`src/rtl/ptp_rtc_pkg.sv`:
```
// Shared types and defaults for the adjustable PTP real-time clock.
// Used by ptp_rtc_adj and ptp_rtc_slew_step.
package ptp_rtc_pkg;

  localparam int RTC_TS_W     = 64;
  localparam int RTC_FRAC_W   = 32;
  localparam int RTC_SLEW_MAX = 4;
  localparam int REM_W        = 33;

  typedef enum logic {
    IDLE,
    SLEW
  } rtc_state_e;

  // 33 bits so that the negated value of adj_ns = -2^31 still fits.
  typedef logic signed [REM_W-1:0] rem_t;

endpackage

```
`src/rtl/ptp_rtc_slew_step.sv`:
```
// Per-tick slew step: clamps the remaining offset to SLEW_MAX (and, for negative
// offsets, to period_int-1 so the time never stands still or runs backward).
module ptp_rtc_slew_step
  import ptp_rtc_pkg::*;
#(
  parameter int SLEW_MAX = RTC_SLEW_MAX
) (
  input  rem_t       i_rem,
  input  logic [7:0] i_period_int,
  output rem_t       o_slew_term,
  output rem_t       o_rem_next
);

  logic             w_neg;
  logic [REM_W-1:0] w_mag;
  logic [REM_W-1:0] w_period_m1;
  logic [REM_W-1:0] w_limit;
  logic [REM_W-1:0] w_step;

  assign w_neg       = i_rem[REM_W-1];
  assign w_period_m1 = {{(REM_W-8){1'b0}}, i_period_int} - REM_W'(1);

  always_comb begin
    w_mag = w_neg ? unsigned'(-i_rem) : unsigned'(i_rem);
    w_limit = REM_W'(SLEW_MAX);
    if (w_neg && (w_period_m1 < w_limit)) begin
      w_limit = w_period_m1;
    end
    w_step = (w_mag < w_limit) ? w_mag : w_limit;
    o_slew_term = w_neg ? -rem_t'(w_step) : rem_t'(w_step);
    o_rem_next = i_rem - o_slew_term;
  end

endmodule

```
`src/rtl/ptp_rtc_adj.sv`:
```
// Adjustable 64-bit nanosecond PTP clock with integer+fraction tick period, hard
// set, and offset correction. Define RTC_SLEW_EN to slew offsets instead of stepping.
module ptp_rtc_adj
  import ptp_rtc_pkg::*;
#(
  parameter int TS_W            = RTC_TS_W,
  parameter int FRAC_W          = RTC_FRAC_W,
  parameter int PERIOD_INT_RST  = 8,
  parameter int PERIOD_FRAC_RST = 0,
  parameter int SLEW_MAX        = RTC_SLEW_MAX
) (
  input  logic               rtc_clk,
  input  logic               reset,
  input  logic [7:0]         cfg_period_int,
  input  logic [FRAC_W-1:0]  cfg_period_frac,
  input  logic               cfg_period_wr,
  input  logic [TS_W-1:0]    time_set_ns,
  input  logic               time_set_wr,
  input  logic signed [31:0] adj_ns,
  input  logic               adj_valid,
  output logic               adj_ready,
  output logic [TS_W-1:0]    time_ns,
  output logic               slew_active
);

  logic [TS_W-1:0]   r_time;
  logic [FRAC_W-1:0] r_frac;
  logic [FRAC_W-1:0] r_period_frac;
  logic [7:0]        r_period_int;

  logic [FRAC_W:0]   w_frac_sum;
  logic              w_carry;
  logic [TS_W-1:0]   w_delta;
  logic [TS_W-1:0]   w_inc;

  assign w_frac_sum = {1'b0, r_frac} + {1'b0, r_period_frac};
  assign w_carry    = w_frac_sum[FRAC_W];
  assign w_inc      = TS_W'(r_period_int) + TS_W'(w_carry) + w_delta;
  assign time_ns    = r_time;

`ifdef RTC_SLEW_EN
  rtc_state_e r_state;
  rtc_state_e w_state_next;
  rem_t       r_rem;
  rem_t       w_rem_next;
  rem_t       w_slew_term;
  rem_t       w_step_rem;

  ptp_rtc_slew_step #(
    .SLEW_MAX(SLEW_MAX)
  ) u_slew_step (
    .i_rem       (r_rem),
    .i_period_int(r_period_int),
    .o_slew_term (w_slew_term),
    .o_rem_next  (w_step_rem)
  );

  always_ff @(posedge rtc_clk) begin
    if (reset) begin
      r_state <= IDLE;
      r_rem   <= '0;
    end else begin
      r_state <= w_state_next;
      r_rem   <= w_rem_next;
    end
  end

  // A hard set wins over everything: no slew step and no handshake that cycle.
  always_comb begin
    w_state_next = r_state;
    w_rem_next   = r_rem;
    w_delta      = '0;
    adj_ready    = 1'b0;
    slew_active  = !reset && (r_state == SLEW);
    if (time_set_wr) begin
      w_state_next = IDLE;
      w_rem_next   = '0;
    end else begin
      case (r_state)
        IDLE: begin
          adj_ready = !reset;
          if (adj_valid && adj_ready && (adj_ns != '0)) begin
            w_rem_next   = rem_t'(adj_ns);
            w_state_next = SLEW;
          end
        end
        SLEW: begin
          w_delta    = TS_W'(w_slew_term);
          w_rem_next = w_step_rem;
          if (w_step_rem == '0) begin
            w_state_next = IDLE;
          end
        end
        default: w_state_next = IDLE;
      endcase
    end
  end
`else
  logic w_adj_fire;

  // Without slewing the whole offset lands in one tick and may step time backward.
  assign adj_ready   = !reset && !time_set_wr;
  assign slew_active = 1'b0;
  assign w_adj_fire  = adj_valid && adj_ready;
  assign w_delta     = w_adj_fire ? TS_W'(adj_ns) : '0;
`endif

  // Period writes below 2 ns are dropped so a negative slew step can always be taken.
  always_ff @(posedge rtc_clk) begin
    if (reset) begin
      r_time        <= '0;
      r_frac        <= '0;
      r_period_int  <= 8'(PERIOD_INT_RST);
      r_period_frac <= FRAC_W'(PERIOD_FRAC_RST);
    end else begin
      if (cfg_period_wr && (cfg_period_int >= 8'd2)) begin
        r_period_int  <= cfg_period_int;
        r_period_frac <= cfg_period_frac;
      end
      if (time_set_wr) begin
        r_time <= time_set_ns;
        r_frac <= '0;
      end else begin
        r_time <= r_time + w_inc;
        r_frac <= w_frac_sum[FRAC_W-1:0];
      end
    end
  end

endmodule
```
`config.mk`:
```
export PLATFORM = sky130hd
export DESIGN_NAME = ptp_rtc_adj
export DESIGN_NICKNAME = d
export VERILOG_FILES = /design/src/rtl/ptp_rtc_pkg.sv /design/src/rtl/ptp_rtc_slew_step.sv /design/src/rtl/ptp_rtc_adj.sv
export SDC_FILE = /design/constraint.sdc
export NUM_CORES = 1
export LEC_CHECK = 0
export ABC_AREA = 1
export BUFFER_PORTS_ARGS = -buffer_cell sky130_fd_sc_hd__buf_2
export CORE_UTILIZATION = 53
export DETAILED_ROUTE_END_ITERATION = 10
export PLACE_DENSITY_LB_ADDON = 0.1
export SLEW_MARGIN = 0
export SYNTH_ARGS = -nofsm -noshare
export SYNTH_HDL_FRONTEND = slang
export SYNTH_HIERARCHICAL = 1
export SYNTH_SLANG_ARGS = --single-unit
```
`constraint.sdc`:
```
create_clock -name rtc_clk -period 4.05 [get_ports rtc_clk]
set_clock_uncertainty 0.15 [all_clocks]
set_input_delay 0.6075 -clock rtc_clk [delete_from_list [all_inputs] [get_ports rtc_clk]]
set_output_delay 0.6075 -clock rtc_clk [all_outputs]
set_load 0.01 [all_outputs]
```
# --- Yosys cells after proc, flatten, opt, wreduce, memory -nomap -nowiden ---
# Cells that the tools add are included.
# Widths: inputs -> output; s select.
totals:
  inputBits: 141
  word_cells: 17
  out_inout_bits: 66
  ff_bits: 136
classes:
  reduce_logical: 6
  n_lt_le_gt_ge: 1
  add_sub_neg: 4
  mux: 2
ops:
  columns: ["cell", "count"]
  rows:
  - ["$mux 64", 2]
  - ["$add 64x64->64", 1]
  - ["$add 9x64->64", 1]
  - ["$add 32x32->33", 1]
  - ["$add 8x1->9", 1]
  - ["$ge 8x2->1 const B", 1]
  - ["$logic_and 1x1->1", 3]
  - ["$logic_not 1->1", 2]
  - ["$reduce_or 2->1", 1]

# --- Depth between registers and ports, before layout ---
# Gate-level depths: netlist of run 1.
logic_depth:
  depth_word: 7
  mapped_depth: 28
  depth_no_buf: 28

# --- Worst setup path after synthesis of run 1 ---
# Ideal clock, no wire load.
synth_timing:
  path_type: "input to register"
  startpoint: "input reset"
  endpoint: "register r_time[63], in the netlist time_ns[63]"
  path_stages: 19
  arrival_ps: 3869
  path_slack_ps: -78
  setup_ps: 109
  path_buffers: 0
  t_required_ps: 3791
  cell_sequence: "nor2_1 > nand2_1 > nor2_1 > ha_1 > ha_1 > nand2_1 > inv_1 > nand2_1 > inv_1 > nand2_1 > inv_1 > nand2_1 > nand2_1 > a21oi_1 > nand2_1 > nand2_1 > nand3_1 > nand2_1 > inv_1"
synth_via:
  elab_chain_cells: 7
synth_lines:
  columns: ["element", "line_no", "rtl"]
  rows:
  - ["start: declaration", "ptp_rtc_adj.sv:13", "input logic reset,"]
  - ["$logic_not 1->1", "ptp_rtc_adj.sv:102", "assign adj_ready = !reset && !time_set_wr;"]
  - ["$logic_and 1x1->1", "ptp_rtc_adj.sv:102", null]
  - ["$logic_and 1x1->1", "ptp_rtc_adj.sv:104", "assign w_adj_fire = adj_valid && adj_ready;"]
  - ["$mux 64", "ptp_rtc_adj.sv:105", "assign w_delta = w_adj_fire ? TS_W'(adj_ns) : '0;"]
  - ["$add 9x64->64", "ptp_rtc_adj.sv:38", "assign w_inc = TS_W'(r_period_int) + TS_W'(w_carry) + w_delta;"]
  - ["$add 64x64->64", "ptp_rtc_adj.sv:124", "r_time <= r_time + w_inc;"]
  - ["$mux 64", "ptp_rtc_adj.sv:120", "if (time_set_wr) begin"]
  - ["end signal: assignment", "ptp_rtc_adj.sv:121", "r_time <= time_set_ns;"]
  - ["end signal: assignment", "ptp_rtc_adj.sv:124", null]
  - ["end: declaration", "ptp_rtc_adj.sv:26", "logic [TS_W-1:0] r_time;"]
# Parallel ways exist; a longest one is shown, timed or not.
# A chain may end at the register's enable or synchronous reset.

# --- Worst setup path in the final report of run 1 ---
layout_timing:
  startpoint: "register r_period_frac[19]"
  endpoint: "register r_time[44], in the netlist time_ns[44]"
layout_via:
  elab_chain_cells: 5
layout_lines:
  columns: ["element", "line_no", "rtl"]
  rows:
  - ["start: declaration", "ptp_rtc_adj.sv:28", "logic [FRAC_W-1:0] r_period_frac;"]
  - ["start signal: assignment", "ptp_rtc_adj.sv:114", "r_period_frac <= FRAC_W'(PERIOD_FRAC_RST);"]
  - ["start signal: assignment", "ptp_rtc_adj.sv:118", "r_period_frac <= cfg_period_frac;"]
  - ["$add 32x32->33", "ptp_rtc_adj.sv:36", "assign w_frac_sum = {1'b0, r_frac} + {1'b0, r_period_frac};"]
  - ["$add 8x1->9", "ptp_rtc_adj.sv:38", null]
  - ["$add 9x64->64", "ptp_rtc_adj.sv:38", null]
  - ["$add 64x64->64", "ptp_rtc_adj.sv:124", null]
  - ["$mux 64", "ptp_rtc_adj.sv:120", null]
# No other way between the ends.

==> run summary, run 1 <==
Outcome: completed
Clk Latency, worst-skew pair: 0.44 ns
Synth Net Count: 2595
Remaining antenna violation count: 0
CP required: 4.25 ns
Num CTS Buffers: 17
Clock Path Buffers: 2
Detailed Place HPWL: 35.0 mm
Global route overflow: 0
Max Fclk: 266 MHz
Hold WC Path Type: primary input to flip-flop
Worst R2R Setup Slack: 0.30 ns
CP Capture Point: time_ns[44]$_SDFF_PP0_
Slew at the pin with the worst max-slew slack: 1.00 ns
Largest net degree at the start of global routing: 53
Synth area leader: nand2_1
Synth Register Bits: 136
CTS Root Cell: clkbuf_16
Most frequent cells in the layout: nand2_1 (772), inv_1 (435), nor2_1 (282)
Synthesized area: 0.0132 sq mm
Share of the synthesized area in the top cell type: 21.9%
Period utilization: 92.7%
Final hold viol count: 0
Nature of the critical path startpoint: flip-flop
Syn Inst Count: 2294
Netlist cell types: 41
Total GRT Usage: 33.6%
Synth top area cells: nand2_1 (22%), dfxtp_1 (21%), ha_1 (14%)
I/O pin total: 207
Antenna violations before repair: 0
R2R Path End: time_ns[44]$_SDFF_PP0_
Min cycle time layout: 3.75 ns
Non-filler cells, final: 2844
Antenna cells: 0
Cell Pwr Density: 275 mW/mm^2
Final setup fails: 0
Starting density of the core: 54.2%
Setup CP Type: flip-flop to flip-flop
Share of cells above drive strength 1: 13.1%
Routed length per instance: 15.0 um
CTS H-tree depth: 4
Vias/cell: 5.07
TritonCTS clock tree: yes
RD Place Congestion: 0.979
Pleak: 9.45 nW
Max-cap violations: 0
Crit path launch: r_period_frac[19]$_SDFFE_PP0P_
DR vias: 14411
Die Area: 0.0256 sq mm
Worst r2r path cells: 26
Die width: 160 um
Slew Limit Fails: 0
Post-synthesis sequential area ratio: 20.6%
Layout Nets: 2808
VDD IR max: 0.222 mV
Critical Path AT: 3.95 ns
Row count: 57
Via count of the first global-routing pass: 13601
Yosys warns: 6
Area growth, synth to finish: 16.1%
DR DRC count: 0
IO buf count: 205
Clock transition at the registers of the reported paths: 0.08 ns
Crit-path max FO: 6
Crit. End Element: flip-flop
Placed insts: 2811
Commonest non-fill, non-tap cell in the layout: nand2_1
Die Y: 160 um
Tot Pwr: 4.23 mW
Detailed Route WL: 42.6 mm
First-pass iteration count of the detailed router: 5
Relative slew slack: 33.0%
1st-iter DRT viols: 1028
Avg Synthesized Cell Area: 5.76 sq um
Clock Sinks: 136
First-pass GRT wire length: 67.7 mm
R2R Path Start: r_period_frac[19]$_SDFFE_PP0P_
Core Area: 0.0244 sq mm
==> cell type report <==
cell class	count	area (sq um)
Sequential cell	136	2720
Clock inverter	15	150
Fill cell	2449	9040
Tap cell	324	405
Timing Repair Buffer	233	1270
Multi-Input combinational cell	1681	8730
Clock buffer	17	425
Inverter	438	1640
==> flip-flops by register name (all words and copies together), names as in the netlist <==
signal	count
r_frac	32
r_period_frac	32
time_ns	64
r_period_int	8
==> where the power goes <==
group	switching, mW	internal (mW)	total (mW)	leakage (nW)
clock network	0.771	0.826	1.60	0.288
logic	0.692	0.420	1.11	8.03
registers	0.0709	1.45	1.52	1.13
total	1.53	2.69	4.23	9.45
==> cells in the mapped netlist <==
library cell,instances
ha_1,150
a21o_1,6
nand2_1,772
o21ai_2,1
o21ai_0,108
inv_2,2
or2_1,1
o211ai_2,1
o21ai_1,4
and2_1,6
xnor2_1,13
buf_2,4
nand3b_1,1
nor2_1,285
o21bai_2,1
conb_1,1
xor2_1,18
nor4_2,1
buf_4,1
clkbuf_1,29
a21oi_2,1
o21bai_1,5
nor3_1,16
inv_1,436
a211oi_1,2
a21oi_1,114
a21boi_0,2
o211ai_1,4
a31oi_1,2
or2_2,2
nand3_1,89
o21a_1,5
nand4_1,12
nand2_2,21
fa_1,10
nand3_2,6
buf_1,5
nor2_2,14
nor3_2,4
nor4_1,3
dfxtp_1,136
==> stage by stage <==
stage	TNS [ns]	area [sq um]	setup slack (ns)	hold slack, ns	util [%]
finish	0	15300	0.297	0.236	62.9
global route	-0.00106	15300	-0.00106	0.244	62.9
CTS	0	15300	0.202	0.228	62.8
detailed placement	0	14700	0.138	0.334	60.4
global placement	0	14700	0.200	0.318	60.4
floorplan	0	13200	0.409	0.309	-
==> critical path, stage by stage, from the launching register on <==
cell and delay (ns):
dfxtp_1 0.33, ha_2 0.38, nand2_1 0.12, nor2_2 0.15, inv_1 0.08, o21bai_1 0.20
a21oi_1 0.13, o21ai_2 0.09, nand2_1 0.06, nand2_1 0.08, ha_1 0.16, inv_1 0.05
fa_1 0.40, inv_1 0.12, nand3_1 0.09, nand2_2 0.12, nand2_1 0.07, nand2_2 0.11
nand2_1 0.08, nand2_2 0.09, nand2_1 0.06, nand2_2 0.14, nand2_1 0.11, nand3_1 0.09
nand3_1 0.08, nand2_1 0.10, inv_1 0.04
==> worst min-delay path by stage <==
| stage | startpoint | end | slack (ns) | cells after the start |
|---|---|---|---|---|
| after detailed placement | r_period_frac[17]$_SDFFE_PP0P_ | r_period_frac[17]$_SDFFE_PP0P_ | 0.33 | 2 |
| after global placement | r_period_frac[0]$_SDFFE_PP0P_ | r_period_frac[0]$_SDFFE_PP0P_ | 0.32 | 2 |
| after floorplan | r_period_frac[0]$_SDFFE_PP0P_ | r_period_frac[0]$_SDFFE_PP0P_ | 0.31 | 2 |
| final | time_set_ns[20] | time_ns[20]$_SDFF_PP0_ | 0.24 | 3 |
| after CTS | time_set_ns[20] | time_ns[20]$_SDFF_PP0_ | 0.23 | 3 |
| after global routing | time_set_ns[19] | time_ns[19]$_SDFF_PP0_ | 0.24 | 3 |
==> layer usage <==
| layer | track usage, % | up-vias | share of wire, % |
|---|---|---|---|
| met4 | 11.7 | 0 | 2.9 |
| met3 | 3.74 | 71 | 6.4 |
| li1 | - | 7473 | - |
| met5 | 0 | - | 0 |
| met1 | 43.8 | 6400 | 45 |
| met2 | 57.2 | 467 | 46 |
==> what timing repair did <==
| action | in CTS | in global routing |
|---|---|---|
| setup endpoints to repair | 0 | 16 |
| resized for setup | 0 | 11 |
| setup buffers | 0 | 1 |
| hold buffers | 0 | 0 |
==> cell families after synthesis <==
group	synth area share (%)
and+or+nand+nor	37.7
buffers and inverters	13.6
AOI/OAI and AO/OA	10.3
other	0.0284
xor gates and xnor gates	2.05
adders and majority gates	15.7
DFF	20.6
(Power assumes the default switching activity.)
==> run 2: changes to the inputs <==
--- a/config.mk
+++ b/config.mk
@@ -8,4 +8,5 @@
 export ABC_AREA = 1
 export BUFFER_PORTS_ARGS = -buffer_cell sky130_fd_sc_hd__buf_2
+export CORE_ASPECT_RATIO = 0.75
 export CORE_UTILIZATION = 53
 export DETAILED_ROUTE_END_ITERATION = 10
==> constraint.sdc (replaced) <==
create_clock -name rtc_clk -period 4.05 [get_ports rtc_clk]
set_clock_uncertainty 0.15 [all_clocks]
set_input_delay 0.81 -clock rtc_clk [delete_from_list [all_inputs] [get_ports rtc_clk]]
set_output_delay 0.81 -clock rtc_clk [all_outputs]
set_load 0.01 [all_outputs]
==> run 2 against run 1 <==
Net effect:
- maximum frequency fell by 2.0%
- via count is 5.0% higher
- cell area increased by 3.4%
- largest power group unchanged
- highest routed layer unchanged
- largest cell class unchanged
- non-clock buffer count up 62
- first-iteration DRC count up 32%
- count of clock-buffer cells in the layout grew 1
- die area is essentially flat
==> run summary, run 2 (synthesized netlist as in run 1, its figures left out) <==
Hold WC Path Type: flip-flop to flip-flop
# fillers: 2279
I/O pin total: 207
First-pass iteration count of the detailed router: 6
Die Area: 0.0256 sq mm
Slew at the pin with the worst max-slew slack: 0.980 ns
Setup TNS: 0 ns
Max Fclk: 261 MHz
Slowest stage delay, CP: 0.41 ns
Global route overflow: 0
Worst R2R Setup Slack: 0.22 ns
Placement Cell Area: 0.0152 sq mm
Min cycle time layout: 3.83 ns
Crit path launch: r_period_frac[0]$_SDFFE_PP0P_
Die Y: 139 um
Cell Pwr Density: 277 mW/mm^2
Largest register FFs: 64
Clock Path Buffers: 2
DR vias: 15131
Commonest non-fill, non-tap cell in the layout: nand2_1
RD Place Congestion: 0.981
DR DRC count: 0
Nature of the critical path startpoint: flip-flop
Detailed Route WL: 46.9 mm
Clock Sinks: 136
Final setup fails: 0
Routed length per instance: 16.1 um
Slowest-stage cell, CP: fa_1
Remaining antenna violation count: 0
Hold buffer count at CTS: 0
CP Capture Point: time_ns[40]$_SDFF_PP0_
Worst-path cell chain: ha_1, fa_1, nand2_1, nand2_1, o21ai_1, o21ai_2, a21oi_2, o21ai_2, nand2_1, nand2_1, ha_1, inv_1, fa_2, inv_2, nand3_1, nand2_2, nand2_1, nand2_2, nand2_1, nand3_2, a21oi_1, nor2_1, nor2_1, nor2_1
Layout Nets: 2870
R2R Path End: time_ns[40]$_SDFF_PP0_
CP required: 4.23 ns
Slew Limit Fails: 0
Crit-path max FO: 4
Critical Path AT: 4.01 ns
1st-iter DRT viols: 1355
Clock transition at the registers of the reported paths: 0.07 ns
Top delay family on crit path: simple AND/OR/NAND/NOR gates
Crit. End Element: flip-flop
Share of cells above drive strength 1: 15.0%
Relative slew slack: 34.6%
Final hold viol count: 0
Clk Latency, worst-skew pair: 0.44 ns
R2R Path Start: r_period_frac[0]$_SDFFE_PP0P_
Detailed Place HPWL: 38.6 mm
CTS Root Cell: clkbuf_16
Vias/cell: 5.19
Setup CP Type: flip-flop to flip-flop
Outcome: completed
Period utilization: 94.5%
TritonCTS clock tree: yes
Max-cap violations: 0
Total GRT Usage: 37.0%
Antenna violations before repair: 1
Core Area: 0.0242 sq mm
CTS H-tree depth: 4
IO buf count: 205
Starting density of the core: 54.6%
RSZ-0062 raised after global routing: false
Row count: 49
Final Instance Area: 0.0159 sq mm
Num CTS Buffers: 17
Worst path bufs/invs: 2
Via count of the first global-routing pass: 13940
Die width: 184 um
Worst r2r path cells: 24
CP dominant cell by count: nand2_1
First-pass GRT wire length: 72.7 mm
Most frequent cells in the layout: nand2_1 (771), inv_1 (434), nor2_1 (284)
Pleak: 9.78 nW
Area growth, synth to finish: 20.0%
Largest net degree at the start of global routing: 79
VDD IR max: 0.286 mV
WP depth: 24
[run 2: changes by cell type in the layout (fill, tap and decap cells not counted), moves of 2 or more]
cell,delta
buf_4,+61
bufinv_16,+3
clkinv_4,+2
clkinvlp_4,+2
ha_1,+5
ha_2,-5
inv_6,-4
inv_8,-5
nor2_1,+2
nor2_2,-2
o21ai_0,+2
[run 2: worst min path at each step]
stage | startpoint | to | slack [ns] | cells after the start
2_1_floorplan | r_period_frac[0]$_SDFFE_PP0P_ | r_period_frac[0]$_SDFFE_PP0P_ | 0.31 | 2
3_3_place_gp | r_period_frac[11]$_SDFFE_PP0P_ | r_period_frac[11]$_SDFFE_PP0P_ | 0.32 | 2
3_5_place_dp | r_period_frac[31]$_SDFFE_PP0P_ | r_period_frac[31]$_SDFFE_PP0P_ | 0.33 | 2
4_1_cts | r_period_frac[31]$_SDFFE_PP0P_ | r_period_frac[31]$_SDFFE_PP0P_ | 0.34 | 2
5_1_grt | r_period_int[4]$_SDFFE_PP0P_ | r_period_int[4]$_SDFFE_PP0P_ | 0.36 | 2
6_report | r_period_frac[31]$_SDFFE_PP0P_ | r_period_frac[31]$_SDFFE_PP0P_ | 0.34 | 2
[run 2: area by class of cell]
cell class	count	area (sq um)	area share (%)
Antenna cell	1	2.50	0.0158
Clock buffer	18	439	2.77
Clock inverter	13	170	1.07
Inverter	438	1640	10.4
Multi-Input combinational cell	1681	8720	55.0
Sequential cell	136	2720	17.2
Tap cell	331	414	2.61
Timing Repair Buffer	295	1750	11.0
[run 2: power by group]
group / total, mW / internal, mW / switching, mW
combinational: 1.18 / 0.458 / 0.726
clock: 1.69 / 0.990 / 0.697
sequential: 1.52 / 1.45 / 0.0776
[run 2: what timing repair did]
item | CTS | global route
gates resized for setup | 0 | 6
endpoints found under the setup margin | 0 | 20
buffers inserted | 0 | 0
[run 2: stage by stage]
step,utilization (%),hold slack [ns],power [mW],instances,worst slack [ns]
after CTS,65.4,0.343,4.37,2912,0.127
after global routing,65.5,0.363,4.59,2913,0.0320
after global placement,62.9,0.321,2.67,2881,0.101
after detailed placement,62.9,0.329,2.70,2881,0.0735
after floorplan,-,0.309,2.25,2294,0.207
final,65.5,0.340,4.40,2913,0.221
[run 2: worst reg2reg max path, cell delays in order (launching register included)]
cell and delay, ns:
dfxtp_1 0.32, ha_1 0.21, fa_1 0.41, nand2_1 0.11
nand2_1 0.06, o21ai_1 0.15, o21ai_2 0.12, a21oi_2 0.20
o21ai_2 0.12, nand2_1 0.07, nand2_1 0.07, ha_1 0.21
inv_1 0.07, fa_2 0.22, inv_2 0.07, nand3_1 0.09
nand2_2 0.07, nand2_1 0.07, nand2_2 0.09, nand2_1 0.10
nand3_2 0.17, a21oi_1 0.32, nor2_1 0.07, nor2_1 0.14
nor2_1 0.05
[run 2: metal layers]
| metal | GRT usage [%] | wire length (um) | up-vias |
|---|---|---|---|
| met2 | 52.8 | 18500 | 675 |
| met1 | 54.9 | 22300 | 6790 |
| met3 | 8.40 | 5180 | 67 |
| met4 | 9.87 | 966 | 0 |
| li1 | - | - | 7599 |
| met5 | 0 | 0 | - |
